<file path="config.mk">
export PLATFORM = sky130hd
export DESIGN_NAME = head_sram_arb
export DESIGN_NICKNAME = d
export VERILOG_FILES = /design/src/rtl/head_sram_arb.sv
export SDC_FILE = /design/constraint.sdc
export NUM_CORES = 1
export LEC_CHECK = 0
export BUFFER_PORTS_ARGS = -buffer_cell sky130_fd_sc_hd__clkbuf_2
export CAP_MARGIN = 20
export CORE_AREA = 2 2 533 535
export DETAILED_ROUTE_END_ITERATION = 10
export DIE_AREA = 0 0 535 537
export HOLD_SLACK_MARGIN = 0.05
export PLACE_DENSITY = 0.3
export SYNTH_ARGS = -nofsm -noshare
export SYNTH_HDL_FRONTEND = slang
export SYNTH_SLANG_ARGS = --single-unit
</file>
<file path="constraint.sdc">
create_clock -name clk -period 3.14 [get_ports clk]
set_input_delay 0.314 -clock clk [delete_from_list [all_inputs] [get_ports clk]]
set_output_delay 0.314 -clock clk [all_outputs]
set_load 0.05 [all_outputs]
</file>
<file path="src/rtl/head_sram_arb.sv">
// Head SRAM arbiter: independent round-robin read/write arbitration, registered SRAM commands, tagged read return.
// Define HEAD_SRAM_ARB_HOST_PRIO_EN to give requester 0 strict priority on both ports.

module head_sram_arb #(
   parameter int REQ_NUM    = 3,
   parameter int ADDR_WIDTH = 9,
   parameter int DATA_WIDTH = 128,
   parameter int RD_LATENCY = 1
) (
   input  logic                          clk,
   input  logic                          rstn,
   input  logic [REQ_NUM-1:0]            req_ren,
   input  logic [REQ_NUM*ADDR_WIDTH-1:0] req_raddr,
   output logic [REQ_NUM-1:0]            req_rgnt,
   output logic [REQ_NUM-1:0]            req_rvalid,
   output logic [DATA_WIDTH-1:0]         req_rdata,
   input  logic [REQ_NUM-1:0]            req_wen,
   input  logic [REQ_NUM*ADDR_WIDTH-1:0] req_waddr,
   input  logic [REQ_NUM*DATA_WIDTH-1:0] req_wdata,
   input  logic [REQ_NUM*DATA_WIDTH-1:0] req_bwe,
   output logic [REQ_NUM-1:0]            req_wgnt,
   output logic                          sram_ren,
   output logic [ADDR_WIDTH-1:0]         sram_raddr,
   input  logic [DATA_WIDTH-1:0]         sram_rdata,
   output logic                          sram_wen,
   output logic [ADDR_WIDTH-1:0]         sram_waddr,
   output logic [DATA_WIDTH-1:0]         sram_wdata,
   output logic [DATA_WIDTH-1:0]         sram_bwe
);

   localparam int PTR_W     = (REQ_NUM > 1) ? $clog2(REQ_NUM) : 1;
   localparam int TAG_DEPTH = 1 + RD_LATENCY;

   typedef struct packed {
      logic             vld;
      logic             adv;
      logic [PTR_W-1:0] idx;
   } arb_t;

   typedef struct packed {
      logic             vld;
      logic [PTR_W-1:0] idx;
   } tag_t;

   // Search upward from ptr (mod REQ_NUM); cand stays below 2*REQ_NUM so one extra bit suffices.
   function automatic arb_t arbitrate(input logic [REQ_NUM-1:0] req, input logic [PTR_W-1:0] ptr);
      arb_t           res;
      logic [PTR_W:0] cand;
      res = '0;
      for (int k = 0; k < REQ_NUM; k++) begin
         cand = {1'b0, ptr} + (PTR_W+1)'(k);
         if (cand >= (PTR_W+1)'(REQ_NUM)) begin
            cand = cand - (PTR_W+1)'(REQ_NUM);
         end
         if (!res.vld && req[cand[PTR_W-1:0]]) begin
            res.vld = 1'b1;
            res.adv = 1'b1;
            res.idx = cand[PTR_W-1:0];
         end
      end
`ifdef HEAD_SRAM_ARB_HOST_PRIO_EN
      if (req[0]) begin
         res.vld = 1'b1;
         res.adv = 1'b0;
         res.idx = '0;
      end
`endif
      return res;
   endfunction

   function automatic logic [PTR_W-1:0] ptr_next(input logic [PTR_W-1:0] idx);
      if (idx == PTR_W'(REQ_NUM-1)) begin
         return '0;
      end
      return idx + PTR_W'(1);
   endfunction

   function automatic logic [REQ_NUM-1:0] onehot(input logic [PTR_W-1:0] idx);
      logic [REQ_NUM-1:0] oh;
      for (int i = 0; i < REQ_NUM; i++) begin
         oh[i] = (idx == PTR_W'(i));
      end
      return oh;
   endfunction

   logic [PTR_W-1:0]      rd_ptr_q, rd_ptr_d;
   logic [PTR_W-1:0]      wr_ptr_q, wr_ptr_d;
   arb_t                  rd_arb_s, wr_arb_s;
   logic [ADDR_WIDTH-1:0] raddr_sel_s, waddr_sel_s;
   logic [DATA_WIDTH-1:0] wdata_sel_s, bwe_sel_s;
   logic                  sram_ren_q, sram_wen_q;
   logic [ADDR_WIDTH-1:0] sram_raddr_q, sram_waddr_q;
   logic [DATA_WIDTH-1:0] sram_wdata_q, sram_bwe_q;
   tag_t                  tag_q [TAG_DEPTH];

   // Grants are forced low during reset by masking the requests.
   always_comb begin
      rd_arb_s = arbitrate(req_ren & {REQ_NUM{rstn}}, rd_ptr_q);
      wr_arb_s = arbitrate(req_wen & {REQ_NUM{rstn}}, wr_ptr_q);
      if (rd_arb_s.vld) begin
         req_rgnt = onehot(rd_arb_s.idx);
      end else begin
         req_rgnt = '0;
      end
      if (wr_arb_s.vld) begin
         req_wgnt = onehot(wr_arb_s.idx);
      end else begin
         req_wgnt = '0;
      end
      if (rd_arb_s.adv) begin
         rd_ptr_d = ptr_next(rd_arb_s.idx);
      end else begin
         rd_ptr_d = rd_ptr_q;
      end
      if (wr_arb_s.adv) begin
         wr_ptr_d = ptr_next(wr_arb_s.idx);
      end else begin
         wr_ptr_d = wr_ptr_q;
      end
   end

   // AND-OR select of the granted requester's command fields.
   always_comb begin
      raddr_sel_s = '0;
      waddr_sel_s = '0;
      wdata_sel_s = '0;
      bwe_sel_s   = '0;
      for (int i = 0; i < REQ_NUM; i++) begin
         raddr_sel_s = raddr_sel_s | (req_raddr[i*ADDR_WIDTH +: ADDR_WIDTH] & {ADDR_WIDTH{rd_arb_s.idx == PTR_W'(i)}});
         waddr_sel_s = waddr_sel_s | (req_waddr[i*ADDR_WIDTH +: ADDR_WIDTH] & {ADDR_WIDTH{wr_arb_s.idx == PTR_W'(i)}});
         wdata_sel_s = wdata_sel_s | (req_wdata[i*DATA_WIDTH +: DATA_WIDTH] & {DATA_WIDTH{wr_arb_s.idx == PTR_W'(i)}});
         bwe_sel_s   = bwe_sel_s   | (req_bwe[i*DATA_WIDTH +: DATA_WIDTH]   & {DATA_WIDTH{wr_arb_s.idx == PTR_W'(i)}});
      end
   end

   // Arbiter pointers and registered SRAM command; idle cycles hold address/data but drop enables and bwe.
   always_ff @(posedge clk) begin
      if (!rstn) begin
         rd_ptr_q     <= '0;
         wr_ptr_q     <= '0;
         sram_ren_q   <= 1'b0;
         sram_wen_q   <= 1'b0;
         sram_raddr_q <= '0;
         sram_waddr_q <= '0;
         sram_wdata_q <= '0;
         sram_bwe_q   <= '0;
      end else begin
         rd_ptr_q   <= rd_ptr_d;
         wr_ptr_q   <= wr_ptr_d;
         sram_ren_q <= rd_arb_s.vld;
         sram_wen_q <= wr_arb_s.vld;
         if (rd_arb_s.vld) begin
            sram_raddr_q <= raddr_sel_s;
         end
         if (wr_arb_s.vld) begin
            sram_waddr_q <= waddr_sel_s;
            sram_wdata_q <= wdata_sel_s;
            sram_bwe_q   <= bwe_sel_s;
         end else begin
            sram_bwe_q   <= '0;
         end
      end
   end

   // Read tag pipeline; stage RD_LATENCY lines up with sram_rdata, reset drops in-flight reads.
   always_ff @(posedge clk) begin
      if (!rstn) begin
         for (int s = 0; s < TAG_DEPTH; s++) begin
            tag_q[s] <= '0;
         end
      end else begin
         tag_q[0] <= {rd_arb_s.vld, rd_arb_s.idx};
         for (int s = 1; s < TAG_DEPTH; s++) begin
            tag_q[s] <= tag_q[s-1];
         end
      end
   end

   // One-hot read-valid decode of the aligned tag stage.
   always_comb begin
      if (tag_q[RD_LATENCY].vld) begin
         req_rvalid = onehot(tag_q[RD_LATENCY].idx);
      end else begin
         req_rvalid = '0;
      end
   end

   assign req_rdata  = sram_rdata;
   assign sram_ren   = sram_ren_q;
   assign sram_raddr = sram_raddr_q;
   assign sram_wen   = sram_wen_q;
   assign sram_waddr = sram_waddr_q;
   assign sram_wdata = sram_wdata_q;
   assign sram_bwe   = sram_bwe_q;

endmodule

</file>
==> impl_table.tex, run 1 <==
\begin{tabular}{lr}
\hline
Metric & Value \\
\hline
\multicolumn{2}{l}{\textbf{Power}} \\
\quad Worst IR Drop VDD & 340 uV \\
\quad Power density over the cells & 574 nW/um\^{}2 \\
\quad Tot Pwr & 19.2 mW \\
\quad Pleak & 14.1 nW \\
\multicolumn{2}{l}{\textbf{Drt}} \\
\quad Post-detailed-route wirelength per cell & 21.6 um \\
\quad Via total after detailed routing & 20,400 \\
\quad First-pass DRT Iterations & 5 \\
\quad Via count normalized by instance count & 2.88 \\
\quad Met3 Wirelength & 12,400 um \\
\quad Total routed wirelength & 153,000 um \\
\quad Highest metal used & met5 \\
\quad DRC & 0 \\
\quad Residual antenna-violating net count after detailed routing & 0 \\
\quad Met2 routed WL & 79,100 um \\
\quad Metal1 wirelength & 52,100 um \\
\quad DR iter-0 viols & 969 \\
\multicolumn{2}{l}{\textbf{Global route}} \\
\quad Maximum number of pins on one net before global-route repair & 88 \\
\quad Aggregate global-route resource usage & 10.0\% \\
\quad Vias in the first global route & 21,400 \\
\quad Antenna violations before repair & 33 \\
\quad Wire length of the first global-routing pass & 194,000 um \\
\quad GRT Residual Overflow & 0 \\
\multicolumn{2}{l}{\textbf{Worst setup path}} \\
\quad Arrival time of data at the critical path endpoint & 2860 ps \\
\quad Classification of the worst setup path & reg2out \\
\quad Maximum fanout along the worst path & 4 \\
\quad CP Data Required Time & 2830 ps \\
\quad Setup crit start kind & register \\
\quad Reg2Reg Launch Point & wr\_ptr\_q[1]\$\_SDFFE\_PN0N\_ \\
\quad Flop-to-flop setup slack & 150 ps \\
\quad Critical Path End Type & primary output \\
\quad R2r worst-path depth & 12 \\
\quad Reg2Reg Capture Point & sram\_wdata[8]\$\_SDFFE\_PN0N\_ \\
\multicolumn{2}{l}{\textbf{Timing}} \\
\quad Actual slew at the worst max-slew pin & 920 ps \\
\quad Slew Viols, Final & 0 \\
\quad Final critical path time including I/O delays and setup & 3170 ps \\
\quad Worst setup slack after layout & -33.7 ps \\
\quad Total of endpoints with negative setup slack in the final report & 2 \\
\quad Post-route setup TNS & -55.1 ps \\
\quad Max transition margin & 38.7\% \\
\quad Fmax & 315 MHz \\
\quad Portion of the clock cycle consumed by the worst path in the final layout & 101\% \\
\quad Final number of hold-violating endpoints & 0 \\
\quad RSZ-0062 raised after global routing & yes \\
\quad Tightest hold margin & 136 ps \\
\quad Clock skew & 32.4 ps \\
\multicolumn{2}{l}{\textbf{Logic synthesis}} \\
\quad Number of unique standard cell types used by synthesis & 52 \\
\quad Gate count of the mapped netlist & 1,529 \\
\quad Cell Area, Synth & 13,900 sq um \\
\quad Synth warn & 0 \\
\quad Cell type contributing the most total cell area after synthesis & sky130\_fd\_sc\_hd\_\_dfxtp\_1 \\
\quad Mean instance size in the synthesized netlist & 9.10 sq um \\
\quad Synthesized Nets & 2,493 \\
\quad Flip-flop and latch count after synthesis & 285 \\
\quad Synth async-reset ratio & 0\% \\
\quad Number of flops mapped to enable cells by yosys & 0 \\
\quad Main area contributors after synthesis & sky130\_fd\_sc\_hd\_\_dfxtp\_1 (41\%), sky130\_fd\_sc\_hd\_\_a221o\_1 (9.2\%), sky130\_fd\_sc\_hd\_\_a221oi\_1 (8.7\%) \\
\quad Portion of the post-synthesis area used by sequential elements & 41.0\% \\
\quad Synth top area share & 41.0\% \\
\quad Most instantiated flip-flop cell in the synthesis netlist & sky130\_fd\_sc\_hd\_\_dfxtp\_1 \\
\multicolumn{2}{l}{\textbf{Die}} \\
\quad Initial Utilization & 4.95\% \\
\quad Io pins & 1,371 \\
\quad Horizontal die dimension & 535 um \\
\quad Area of the die & 287,000 sq um \\
\quad Area of the core & 281,000 sq um \\
\quad Number of core rows & 195 \\
\quad Die span in y & 537 um \\
\multicolumn{2}{l}{\textbf{Clocking}} \\
\quad Clock-pin transition on the worst setup and hold timing paths & 60 ps \\
\quad TritonCTS clock tree & done \\
\quad Total number of clock tree sinks & 285 \\
\quad Maximum clock path buffer count & 3 \\
\quad Root buffer selected by CTS & sky130\_fd\_sc\_hd\_\_clkbuf\_16 \\
\quad Max H-tree Level & 2 \\
\quad Number of clock buffers inserted by TritonCTS & 43 \\
\quad Later-pin clock latency in the skew report & 700 ps \\
\multicolumn{2}{l}{\textbf{Worst hold path}} \\
\quad Sink of the worst hold path & sram\_wdata[97]\$\_SDFFE\_PN0N\_ \\
\quad Worst Hold Launch & req\_wdata[225] \\
\quad Hold path cells & 3 \\
\quad Min-delay worst type & in2reg \\
\multicolumn{2}{l}{\textbf{Cells and area}} \\
\quad Number of nets at the end of the flow & 4,256 \\
\quad Area Growth Syn to Fin & 140\% \\
\quad Count of placed standard cells in the final layout, fillers left out & 7,082 \\
\quad Fraction of final layout cells with drive strength greater than 1 & 39.7\% \\
\quad Final std cell area, no fill & 33,400 sq um \\
\multicolumn{2}{l}{\textbf{Outcome}} \\
\quad Outcome & finished, violations left \\
\quad Failing checks & negative setup slack \\
\multicolumn{2}{l}{\textbf{Job}} \\
\quad Max Cap Violations & 0 \\
\multicolumn{2}{l}{\textbf{Placed design}} \\
\quad Post-Place Cell Area & 23,300 sq um \\
\quad Count of buffers from port buffering & 1,114 \\
\quad Placed cell count & 6,166 \\
\quad Sum of net half-perimeters after detailed placement & 120,000 um \\
\quad Routability congestion estimate from global placement & 0.846 \\
\hline
\end{tabular}
area by class of cell:
class,instances,area (sq um)
Antenna cell,13,32.5
Clock buffer,62,1240
Clock inverter,17,262
Fill cell,32300,248000
Inverter,26,116
Multi-Input combinational cell,932,6670
Sequential cell,285,5720
Tap cell,3743,4680
Timing Repair Buffer,2004,14700
cells by family (layout without fill, tap and decap cells):
family	after synthesis	after routing	synth area share (%)
flops	285	285	41.0
compound gates	467	467	28.7
buf+inv	313	2109	12.8
mux	7	7	0.566
simple gates	451	452	16.5
fa+ha+maj	6	6	0.539
other cells	0	13	0
per-layer routing:
metal	GRT usage, %	up-vias
met2	18.9	1105
met3	3.22	308
met4	5.16	14
met5	0	-
met1	9.78	9703
li1	-	9278
synth_stat cells (3+ instances only):
library cell	instances
sky130_fd_sc_hd__dfxtp_1	285
sky130_fd_sc_hd__nor2_1	142
sky130_fd_sc_hd__nand3_1	139
sky130_fd_sc_hd__a211oi_1	138
sky130_fd_sc_hd__a221oi_1	138
sky130_fd_sc_hd__and2_1	132
sky130_fd_sc_hd__a221o_1	128
sky130_fd_sc_hd__buf_4	128
sky130_fd_sc_hd__clkbuf_1	112
sky130_fd_sc_hd__buf_2	27
sky130_fd_sc_hd__inv_1	24
sky130_fd_sc_hd__a21oi_1	12
sky130_fd_sc_hd__buf_6	12
sky130_fd_sc_hd__nand2_1	11
sky130_fd_sc_hd__buf_1	8
sky130_fd_sc_hd__a31oi_1	6
sky130_fd_sc_hd__ha_1	6
sky130_fd_sc_hd__o21ai_0	6
sky130_fd_sc_hd__nand2b_1	5
sky130_fd_sc_hd__o221ai_1	5
sky130_fd_sc_hd__o311ai_0	5
sky130_fd_sc_hd__a32oi_1	4
sky130_fd_sc_hd__nor2b_1	4
sky130_fd_sc_hd__o211ai_1	4
sky130_fd_sc_hd__or4b_2	4
sky130_fd_sc_hd__mux2_2	3
sky130_fd_sc_hd__mux2i_1	3
sky130_fd_sc_hd__o22ai_1	3
sky130_fd_sc_hd__o311a_1	3
flip-flops by register name (all words and copies together) (netlist names):
name        flops
sram_wen        1
wr_ptr_q        2
sram_wdata    128
sram_bwe      128
sram_waddr      9
rd_ptr_q        2
tag_q           6
sram_raddr      9
how the worst max path moves through the flow:
stage / from / end / slack [ps] / cells past startpoint
after floorplan: wr_ptr_q[0]$_SDFFE_PN0N_ / sram_bwe[53]$_SDFF_PN0_ / 120 / 10
after global placement: wr_ptr_q[1]$_SDFFE_PN0N_ / sram_bwe[72]$_SDFF_PN0_ / 60 / 9
after detailed placement: wr_ptr_q[0]$_SDFFE_PN0N_ / sram_bwe[75]$_SDFF_PN0_ / 90 / 9
after CTS: wr_ptr_q[1]$_SDFFE_PN0N_ / req_wgnt[2] / -140 / 9
after global routing: wr_ptr_q[1]$_SDFFE_PN0N_ / req_wgnt[2] / -210 / 9
final: wr_ptr_q[1]$_SDFFE_PN0N_ / req_wgnt[0] / -30 / 10
worst max-delay path: stages, from the launching register on:
cell and delay [ps]:
sky130_fd_sc_hd__dfxtp_4 370, sky130_fd_sc_hd__inv_4 40, sky130_fd_sc_hd__ha_4 170, sky130_fd_sc_hd__mux2_4 310, sky130_fd_sc_hd__a222oi_1 390, sky130_fd_sc_hd__buf_4 190, sky130_fd_sc_hd__buf_6 80, sky130_fd_sc_hd__a31o_4 190
sky130_fd_sc_hd__inv_8 30, sky130_fd_sc_hd__and3_4 220, sky130_fd_sc_hd__clkbuf_16 190
power by group:
group,internal (mW),total [mW],leakage (nW),switching [mW]
clock network,3.16,5.37,0.737,2.21
registers,4.34,4.81,2.37,0.470
logic,2.94,8.99,11.0,6.05
metrics by stage:
stage               setup WS (ps)  util (%)
finish                      -33.7      11.9
global route                 -206      11.9
CTS                          -142      11.8
global placement             64.7      8.30
floorplan                     124         -
detailed placement           87.5      8.30
cell usage in the layout (no fill, tap or decap), types with 3 or more instances in the layout:
cell type / Yosys / layout
sky130_fd_sc_hd__inv_1: 24 / 19
sky130_fd_sc_hd__buf_4: 128 / 66
sky130_fd_sc_hd__clkbuf_16: 0 / 48
sky130_fd_sc_hd__o21ai_0: 6 / 5
sky130_fd_sc_hd__nand2b_1: 5 / 5
sky130_fd_sc_hd__clkbuf_1: 112 / 10
sky130_fd_sc_hd__inv_6: 0 / 4
sky130_fd_sc_hd__a221oi_1: 138 / 138
sky130_fd_sc_hd__ha_4: 0 / 4
sky130_fd_sc_hd__dfxtp_1: 285 / 281
sky130_fd_sc_hd__dlygate4sd3_1: 0 / 794
sky130_fd_sc_hd__nor2_1: 142 / 142
sky130_fd_sc_hd__dfxtp_4: 0 / 3
sky130_fd_sc_hd__buf_12: 0 / 20
sky130_fd_sc_hd__buf_16: 0 / 3
sky130_fd_sc_hd__nor2b_1: 4 / 4
sky130_fd_sc_hd__a211oi_1: 138 / 135
sky130_fd_sc_hd__and2_1: 132 / 132
sky130_fd_sc_hd__a32oi_1: 4 / 4
sky130_fd_sc_hd__nand3_1: 139 / 139
sky130_fd_sc_hd__buf_6: 12 / 4
sky130_fd_sc_hd__o311ai_0: 5 / 4
sky130_fd_sc_hd__a21oi_1: 12 / 11
sky130_fd_sc_hd__mux2_4: 1 / 4
sky130_fd_sc_hd__o211ai_1: 4 / 4
sky130_fd_sc_hd__o221ai_1: 5 / 4
sky130_fd_sc_hd__bufinv_16: 0 / 5
sky130_fd_sc_hd__clkbuf_2: 0 / 1109
sky130_fd_sc_hd__or4b_2: 4 / 4
sky130_fd_sc_hd__nand2_1: 11 / 11
sky130_fd_sc_hd__a31oi_1: 6 / 5
sky130_fd_sc_hd__diode_2: 0 / 13
sky130_fd_sc_hd__clkinv_2: 0 / 6
sky130_fd_sc_hd__a221o_1: 128 / 128
sky130_fd_sc_hd__clkbuf_8: 0 / 10
timing repair:
item / 4_1_cts / 5_1_grt
endpoints found under the hold margin: 274 / 0
gates cloned: 2 / 3
endpoints found under the setup margin: 6 / 96
buffers inserted: 16 / 10
pin swaps: 12 / 7
hold buffers: 794 / 0
gates resized for setup: 35 / 28
Note: power is estimated with default switching activity, not from simulation.
==> run 2: changes to the inputs <==
--- a/config.mk
+++ b/config.mk
@@ -12,6 +12,7 @@
 export DIE_AREA = 0 0 535 537
 export HOLD_SLACK_MARGIN = 0.05
 export PLACE_DENSITY = 0.3
+export SKIP_LAST_GASP = 1
 export SYNTH_ARGS = -nofsm -noshare
 export SYNTH_HDL_FRONTEND = slang
 export SYNTH_SLANG_ARGS = --single-unit
==> run 2 against run 1 <==
  * The flow still finishes with violations (negative setup slack)
  * Setup slack got worse by 6.6 ps
  * Sequential cell count is the same
  * Power is essentially flat
  * Sequential share of layout area about the same
  * Fmax down 0.21%
  * Non-clock buffer count did not move
  * Worst hold slack got worse by 2.8 ps
  * Combinational power barely moved
==> impl_table.tex, run 2 (synthesis results as in run 1) <==
\begin{tabular}{lr}
\hline
Metric & Value \\
\hline
\multicolumn{2}{l}{\textbf{Global route}} \\
\quad Vias in the first global route & 21,400 (unchanged) \\
\quad Antenna violations before repair & 33 (unchanged) \\
\quad GRT Residual Overflow & 0 (unchanged) \\
\quad Aggregate global-route resource usage & 10.0\% (unchanged) \\
\quad Wire length of the first global-routing pass & 194,000 um (unchanged) \\
\quad Maximum number of pins on one net before global-route repair & 88 (unchanged) \\
\multicolumn{2}{l}{\textbf{Worst setup path}} \\
\quad Arrival time of data at the critical path endpoint & 2870 ps (was 2860 ps) \\
\quad CP Data Required Time & 2830 ps (about the same) \\
\quad Slowest Stage Delay on Critical Path & 380 ps (was 390 ps) \\
\quad Setup crit start kind & register (unchanged) \\
\quad Library cell contributing the largest single delay on the critical path & sky130\_fd\_sc\_hd\_\_a222oi\_1 (unchanged) \\
\quad Top cell by count, worst path & sky130\_fd\_sc\_hd\_\_buf\_4 \\
\quad Maximum fanout along the worst path & 4 (unchanged) \\
\quad Cell-by-cell trace of the critical path & inv\_4 -> ha\_4 -> mux2\_4 -> a222oi\_1 -> buf\_4 -> buf\_4 -> a31o\_4 -> inv\_8 -> and3\_4 -> clkbuf\_16 (was inv\_4 -> ha\_4 -> mux2\_4 -> a222oi\_1 -> buf\_4 -> buf\_6 -> a31o\_4 -> inv\_8 -> and3\_4 -> clkbuf\_16) \\
\quad Classification of the worst setup path & reg2out (unchanged) \\
\quad Critical Path End Type & primary output (unchanged) \\
\quad R2r worst-path depth & 12 (unchanged) \\
\multicolumn{2}{l}{\textbf{Drt}} \\
\quad DRC & 0 (unchanged) \\
\quad First-pass DRT Iterations & 4 (was 5) \\
\quad Via count normalized by instance count & 2.88 (about the same) \\
\quad Post-detailed-route wirelength per cell & 21.6 um (about the same) \\
\quad Met2 routed WL & 79,000 um (was 79,100 um) \\
\quad Residual antenna-violating net count after detailed routing & 0 (unchanged) \\
\quad Met3 Wirelength & 12,300 um (was 12,400 um) \\
\quad Total routed wirelength & 153,000 um (about the same) \\
\quad Via total after detailed routing & 20,400 (about the same) \\
\quad Highest metal used & met5 (unchanged) \\
\quad Metal1 wirelength & 52,200 um (was 52,100 um) \\
\quad DR iter-0 viols & 1,030 (was 969) \\
\multicolumn{2}{l}{\textbf{Timing}} \\
\quad Portion of the clock cycle consumed by the worst path in the final layout & 101\% (about the same) \\
\quad Fmax & 314 MHz (was 315 MHz) \\
\quad Max transition margin & 39.9\% (was 38.7\%) \\
\quad Total of endpoints with negative setup slack in the final report & 2 (unchanged) \\
\quad RSZ-0062 raised after global routing & yes (unchanged) \\
\quad Final number of hold-violating endpoints & 0 (unchanged) \\
\quad Actual slew at the worst max-slew pin & 902 ps (was 920 ps) \\
\quad Worst setup slack after layout & -40.3 ps (was -33.7 ps) \\
\quad Clock skew & 31.0 ps (was 32.4 ps) \\
\quad Slew Viols, Final & 0 (unchanged) \\
\quad Final critical path time including I/O delays and setup & 3180 ps (was 3170 ps) \\
\multicolumn{2}{l}{\textbf{Power}} \\
\quad Cell-internal power & 10.4 mW (about the same) \\
\quad Power density over the cells & 574 nW/um\^{}2 (about the same) \\
\quad Pleak & 14.1 nW (about the same) \\
\quad Tot Pwr & 19.2 mW (about the same) \\
\quad Clock Power Share & 28.0\% (about the same) \\
\quad Power share of the combinational group & 46.9\% (about the same) \\
\quad Worst IR Drop VDD & 340 uV (about the same) \\
\quad Sequential share of power & 25.1\% (about the same) \\
\quad Net Switching & 8.73 mW (about the same) \\
\quad Switching portion of total power & 45.5\% (about the same) \\
\multicolumn{2}{l}{\textbf{Worst hold path}} \\
\quad Hold path cells & 3 (unchanged) \\
\quad Min-delay worst type & in2reg (unchanged) \\
\multicolumn{2}{l}{\textbf{Clocking}} \\
\quad Root buffer selected by CTS & sky130\_fd\_sc\_hd\_\_clkbuf\_16 (unchanged) \\
\quad TritonCTS clock tree & done (unchanged) \\
\quad Later-pin clock latency in the skew report & 700 ps (about the same) \\
\quad Max H-tree Level & 2 (unchanged) \\
\quad Number of clock buffers inserted by TritonCTS & 43 (unchanged) \\
\quad Maximum clock path buffer count & 3 (unchanged) \\
\quad Total number of clock tree sinks & 285 (unchanged) \\
\quad Clock-pin transition on the worst setup and hold timing paths & 60 ps (about the same) \\
\multicolumn{2}{l}{\textbf{Placed design}} \\
\quad Placed cell count & 6,166 (unchanged) \\
\quad Count of buffers from port buffering & 1,114 (unchanged) \\
\quad Sum of net half-perimeters after detailed placement & 120,000 um (unchanged) \\
\quad Post-Place Worst Slack & 87.5 ps (unchanged) \\
\quad Routability congestion estimate from global placement & 0.846 (unchanged) \\
\quad Post-Place Cell Area & 23,300 sq um (unchanged) \\
\multicolumn{2}{l}{\textbf{Die}} \\
\quad Io pins & 1,371 (unchanged) \\
\quad Die span in y & 537 um (unchanged) \\
\quad Initial Utilization & 4.95\% (unchanged) \\
\quad Number of core rows & 195 (unchanged) \\
\quad Area of the core & 281,000 sq um (unchanged) \\
\quad Horizontal die dimension & 535 um (unchanged) \\
\quad Area of the die & 287,000 sq um (unchanged) \\
\multicolumn{2}{l}{\textbf{Job}} \\
\quad Max Cap Violations & 0 (unchanged) \\
\multicolumn{2}{l}{\textbf{Cells and area}} \\
\quad Area Growth Syn to Fin & 140\% (about the same) \\
\quad Count of placed standard cells in the final layout, fillers left out & 7,081 (was 7,082) \\
\quad Number of fillers in the final layout & 32,300 (about the same) \\
\quad Fraction of final layout cells with drive strength greater than 1 & 39.7\% (unchanged) \\
\quad Number of nets at the end of the flow & 4,256 (unchanged) \\
\quad Commonest non-fill, non-tap cell in the layout & sky130\_fd\_sc\_hd\_\_clkbuf\_2 (unchanged) \\
\quad Highest-count cells in the layout ignoring fill and taps & sky130\_fd\_sc\_hd\_\_clkbuf\_2 (1,109), sky130\_fd\_sc\_hd\_\_dlygate4sd3\_1 (794), sky130\_fd\_sc\_hd\_\_dfxtp\_1 (281), sky130\_fd\_sc\_hd\_\_nor2\_1 (142), sky130\_fd\_sc\_hd\_\_nand3\_1 (139) (unchanged) \\
\quad Post-route core utilization & 11.9\% (about the same) \\
\quad Storage cell area & 5720 sq um (unchanged) \\
\quad Final std cell area, no fill & 33,400 sq um (about the same) \\
\quad Area of combinational cells with multiple inputs & 6660 sq um (was 6670 sq um) \\
\multicolumn{2}{l}{\textbf{Outcome}} \\
\quad Failing checks & negative setup slack (unchanged) \\
\quad Outcome & finished, violations left (unchanged) \\
\hline
\end{tabular}
run 2: final cells by class:
type,instances,area share (%)
inverter,26,0.348
clock inverter,17,0.783
multi-input combinational,932,19.9
timing repair buffer,2004,44.0
clock buffer,62,3.70
sequential,285,17.1
tap,3743,14.0
antenna,12,0.0899
run 2: timing repair:
item | CTS | global route
resized for setup | 35 | 26
hold buffers | 794 | 0
setup buffers | 16 | 10
gates cloned | 2 | 3
pin swaps | 12 | 6
setup endpoints to repair | 6 | 96
hold endpoints to repair | 274 | 0
run 2: metal layers:
metal,up-vias,GRT usage [%]
met2,1089,18.9
met3,308,3.22
met5,-,0
met1,9671,9.78
met4,16,5.16
li1,9276,-
run 2: power groups by stage:
stage          registers [mW]  clock network [mW]  logic [mW]
2_1_floorplan            7.08                   0        2.55
3_3_place_gp             4.89                   0        7.88
3_5_place_dp             4.88                   0        7.88
4_1_cts                  4.82                5.68        9.04
5_1_grt                  4.89                5.75        9.57
6_report                 4.81                5.37        8.98
run 2: path summary, 6_finish.rpt:
check / to / from / slack (ps)
worst max-delay path: req_wgnt[0] / wr_ptr_q[1]$_SDFFE_PN0N_ / -40
worst max register to register: sram_wdata[8]$_SDFFE_PN0N_ / wr_ptr_q[1]$_SDFFE_PN0N_ / 140
worst min register to register: tag_q[0][3]$_SDFF_PN0_ / tag_q[0][0]$_SDFF_PN0_ / 430
worst min-delay path: sram_wdata[78]$_SDFFE_PN0N_ / req_wdata[334] / 130
run 2: through the flow:
| step | TNS (ps) | hold WS (ps) |
|---|---|---|
| after floorplan | 0 | 412 |
| after global placement | 0 | 422 |
| after detailed placement | 0 | 423 |
| after CTS | -298 | 51.4 |
| after global routing | -436 | 82.7 |
| final | -67.9 | 134 |
run 2: worst max-delay path, delay by kind of cell, from the launching register on:
kind	cells	cell delay, ps
multiplexers	1	310
adder cells (fa/ha/maj)	1	170
buffers and inverters	5	540
AND/OR/NAND/NOR	1	220
flip-flops	1	370
AO/OA/AOI/OAI	2	570
==> run 3: changes to the inputs <==
--- a/config.mk
+++ b/config.mk
@@ -12,6 +12,7 @@
 export DIE_AREA = 0 0 535 537
 export HOLD_SLACK_MARGIN = 0.05
 export PLACE_DENSITY = 0.3
+export RECOVER_POWER = 100
 export SKIP_LAST_GASP = 1
 export SYNTH_ARGS = -nofsm -noshare
 export SYNTH_HDL_FRONTEND = slang
==> constraint.sdc (replaced) <==
create_clock -name clk -period 3.14 [get_ports clk]
set_input_delay 0.628 -clock clk [delete_from_list [all_inputs] [get_ports clk]]
set_output_delay 0.628 -clock clk [all_outputs]
set_load 0.05 [all_outputs]
==> run 3 against run 2 <==
  * The run still ends with negative setup slack left
  * Worst hold slack improved by 43 ps
  * Die area stayed put
  * Sequential share of layout area grew 5.6 points
  * Power down 5.5%
  * Core utilization is 2.9 points lower
  * Register-to-register slack got worse by 200 ps
  * Sequential cell count stayed put
  * Critical path depth is the same
==> impl_table.tex, run 3 (synthesis results as in run 1) <==
\begin{tabular}{lr}
\hline
Metric & Value \\
\hline
\multicolumn{2}{l}{\textbf{Outcome}} \\
\quad Outcome & finished, violations left (unchanged) \\
\quad Failing checks & negative setup slack (unchanged) \\
\multicolumn{2}{l}{\textbf{Timing}} \\
\quad Worst setup slack after layout & -339 ps (was -40.3 ps) \\
\quad Fmax & 287 MHz (was 314 MHz) \\
\quad Total of endpoints with negative setup slack in the final report & 15 (was 2) \\
\quad Final critical path time including I/O delays and setup & 3480 ps (was 3180 ps) \\
\quad Slew Viols, Final & 0 (unchanged) \\
\quad Clock skew & 34.3 ps (was 31.0 ps) \\
\quad Portion of the clock cycle consumed by the worst path in the final layout & 111\% (was 101\%) \\
\quad Final number of hold-violating endpoints & 0 (unchanged) \\
\quad Post-route setup TNS & -1410 ps (was -67.9 ps) \\
\quad Max transition margin & 5.44\% (was 39.9\%) \\
\quad RSZ-0062 raised after global routing & yes (unchanged) \\
\quad Tightest hold margin & 176 ps (was 134 ps) \\
\quad Actual slew at the worst max-slew pin & 1420 ps (was 902 ps) \\
\multicolumn{2}{l}{\textbf{Worst setup path}} \\
\quad Slowest Stage Delay on Critical Path & 370 ps (was 380 ps) \\
\quad CP Data Required Time & 2510 ps (was 2830 ps) \\
\quad Critical Path End Type & primary output (unchanged) \\
\quad Library cell contributing the largest single delay on the critical path & sky130\_fd\_sc\_hd\_\_dfxtp\_4 (was sky130\_fd\_sc\_hd\_\_a222oi\_1) \\
\quad Arrival time of data at the critical path endpoint & 2850 ps (was 2870 ps) \\
\quad Cell-by-cell trace of the critical path & inv\_2 -> ha\_4 -> mux2\_4 -> a222oi\_1 -> buf\_4 -> buf\_6 -> o211ai\_1 -> a21oi\_4 -> buf\_12 -> buf\_12 (was inv\_4 -> ha\_4 -> mux2\_4 -> a222oi\_1 -> buf\_4 -> buf\_4 -> a31o\_4 -> inv\_8 -> and3\_4 -> clkbuf\_16) \\
\quad Classification of the worst setup path & reg2out (unchanged) \\
\quad Setup crit start kind & register (unchanged) \\
\quad Top cell by count, worst path & sky130\_fd\_sc\_hd\_\_buf\_12 (was sky130\_fd\_sc\_hd\_\_buf\_4) \\
\quad Largest delay share family, worst path & compound AO/OA/AOI/OAI gates (unchanged) \\
\quad Maximum fanout along the worst path & 4 (unchanged) \\
\quad Crit path buf inv count & 5 (unchanged) \\
\multicolumn{2}{l}{\textbf{Power}} \\
\quad Net Switching & 8.53 mW (was 8.73 mW) \\
\quad Switching portion of total power & 47.1\% (was 45.5\%) \\
\quad Power share of the combinational group & 43.7\% (was 46.9\%) \\
\quad Sequential share of power & 26.9\% (was 25.1\%) \\
\quad Worst IR Drop VDD & 365 uV (was 340 uV) \\
\quad Clock Power Share & 29.4\% (was 28.0\%) \\
\quad Cell-internal power & 9.59 mW (was 10.4 mW) \\
\quad Tot Pwr & 18.1 mW (was 19.2 mW) \\
\quad Power density over the cells & 719 nW/um\^{}2 (was 574 nW/um\^{}2) \\
\quad Pleak & 9.95 nW (was 14.1 nW) \\
\multicolumn{2}{l}{\textbf{Job}} \\
\quad Max Cap Violations & 0 (unchanged) \\
\multicolumn{2}{l}{\textbf{Placed design}} \\
\quad Count of buffers from port buffering & 1,114 (unchanged) \\
\quad Sum of net half-perimeters after detailed placement & 125,000 um (was 120,000 um) \\
\quad Routability congestion estimate from global placement & 0.813 (was 0.846) \\
\quad Placed cell count & 6,198 (was 6,166) \\
\multicolumn{2}{l}{\textbf{Die}} \\
\quad Io pins & 1,371 (unchanged) \\
\quad Number of core rows & 195 (unchanged) \\
\quad Area of the die & 287,000 sq um (unchanged) \\
\quad Area of the core & 281,000 sq um (unchanged) \\
\quad Initial Utilization & 4.95\% (unchanged) \\
\quad Die span in y & 537 um (unchanged) \\
\quad Horizontal die dimension & 535 um (unchanged) \\
\multicolumn{2}{l}{\textbf{Cells and area}} \\
\quad Count of placed standard cells in the final layout, fillers left out & 6,320 (was 7,081) \\
\quad Commonest non-fill, non-tap cell in the layout & sky130\_fd\_sc\_hd\_\_clkbuf\_2 (unchanged) \\
\quad Highest-count cells in the layout ignoring fill and taps & sky130\_fd\_sc\_hd\_\_clkbuf\_2 (830), sky130\_fd\_sc\_hd\_\_clkbuf\_1 (293), sky130\_fd\_sc\_hd\_\_dfxtp\_1 (281), sky130\_fd\_sc\_hd\_\_nor2\_1 (142), sky130\_fd\_sc\_hd\_\_nand3\_1 (139) (was sky130\_fd\_sc\_hd\_\_clkbuf\_2 (1,109), sky130\_fd\_sc\_hd\_\_dlygate4sd3\_1 (794), sky130\_fd\_sc\_hd\_\_dfxtp\_1 (281), sky130\_fd\_sc\_hd\_\_nor2\_1 (142), sky130\_fd\_sc\_hd\_\_nand3\_1 (139)) \\
\quad Fraction of final layout cells with drive strength greater than 1 & 41.8\% (was 39.7\%) \\
\quad Area Growth Syn to Fin & 81.1\% (was 140\%) \\
\quad Number of nets at the end of the flow & 3,486 (was 4,256) \\
\multicolumn{2}{l}{\textbf{Drt}} \\
\quad First-pass DRT Iterations & 5 (was 4) \\
\quad Residual antenna-violating net count after detailed routing & 0 (unchanged) \\
\quad DR iter-0 viols & 849 (was 1,030) \\
\quad DRC & 0 (unchanged) \\
\quad Total routed wirelength & 149,000 um (was 153,000 um) \\
\quad Post-detailed-route wirelength per cell & 23.6 um (was 21.6 um) \\
\quad Via count normalized by instance count & 2.71 (was 2.88) \\
\quad Via total after detailed routing & 17,100 (was 20,400) \\
\multicolumn{2}{l}{\textbf{Worst hold path}} \\
\quad Min-delay worst type & in2reg (unchanged) \\
\multicolumn{2}{l}{\textbf{Global route}} \\
\quad Aggregate global-route resource usage & 9.70\% (was 10.0\%) \\
\quad Vias in the first global route & 17,500 (was 21,400) \\
\quad Wire length of the first global-routing pass & 182,000 um (was 194,000 um) \\
\quad Maximum number of pins on one net before global-route repair & 82 (was 88) \\
\quad GRT Residual Overflow & 0 (unchanged) \\
\quad Antenna violations before repair & 31 (was 33) \\
\multicolumn{2}{l}{\textbf{Clocking}} \\
\quad Number of buffers inserted for hold repair after clock tree synthesis & 0 (was 794) \\
\quad Total number of clock tree sinks & 285 (unchanged) \\
\quad Clock-pin transition on the worst setup and hold timing paths & 70 ps (was 60 ps) \\
\quad Maximum clock path buffer count & 3 (unchanged) \\
\quad TritonCTS clock tree & done (unchanged) \\
\quad Later-pin clock latency in the skew report & 680 ps (was 700 ps) \\
\quad Number of clock buffers inserted by TritonCTS & 44 (was 43) \\
\quad Root buffer selected by CTS & sky130\_fd\_sc\_hd\_\_clkbuf\_16 (unchanged) \\
\quad Max H-tree Level & 2 (unchanged) \\
\hline
\end{tabular}
==> run 3: final timing paths <==
check	depth (start not counted)	slack, ps	start	end
setup / recovery	10	-340	wr_ptr_q[1]$_SDFFE_PN0N_	req_wgnt[2]
setup reg to reg	11	-60	wr_ptr_q[0]$_SDFFE_PN0N_	sram_wdata[94]$_SDFFE_PN0N_
hold reg to reg	1	430	tag_q[0][0]$_SDFF_PN0_	tag_q[0][3]$_SDFF_PN0_
hold / removal	2	180	req_bwe[291]	sram_bwe[35]$_SDFF_PN0_
==> run 3: through the flow <==
step	utilization [%]	instance area, sq um	worst slack (ps)
finish	8.96	25200	-339
global placement	8.37	23500	-13.5
global route	8.96	25200	-527
detailed placement	8.37	23500	-30.2
floorplan	-	13900	13.6
CTS	9.02	25400	-484
==> run 3: final cells by class <==
| type | count | area (sq um) |
|---|---|---|
| timing repair buffer | 1234 | 6490 |
| clock inverter | 17 | 233 |
| fill | 33100 | 256000 |
| inverter | 26 | 113 |
| multi-input combinational | 931 | 6650 |
| clock buffer | 63 | 1260 |
| tap | 3743 | 4680 |
| antenna | 21 | 52.6 |
| sequential | 285 | 5720 |
==> run 3: repair_timing <==
action / in CTS / in global routing
endpoints found under the hold margin: 0 / 0
buffers inserted: 14 / 5
gates cloned: 1 / 2
pin swaps: 12 / 8
resized for setup: 48 / 30
setup endpoints to repair: 63 / 69
==> run 3: worst register-to-register path, delay by kind of cell (launching register included) <==
kind / cells / cell delay, ps
adders and majority gates: 1 / 150
DFF: 1 / 380
muxes: 1 / 150
and+or+nand+nor: 2 / 750
AOI/OAI and AO/OA: 2 / 510
buffers and inverters: 5 / 1130
==> run 3: layer usage <==
| layer | vias to the layer above | GRT usage [%] | wire length [um] |
|---|---|---|---|
| met5 | - | 0 | 0 |
| met4 | 0 | 5.80 | 8690 |
| met3 | 263 | 2.99 | 11700 |
| met2 | 950 | 18.9 | 81600 |
| met1 | 8161 | 8.70 | 47300 |
| li1 | 7744 | - | - |
==> run 3: power by group through the flow <==
stage               logic (mW)  registers (mW)  clock network (mW)
floorplan                 2.55            7.08                   0
global placement          8.07            4.98                   0
detailed placement        8.05            4.97                   0
CTS                       8.28            4.91                5.64
global route              8.46            4.96                5.71
finish                    7.92            4.87                5.33
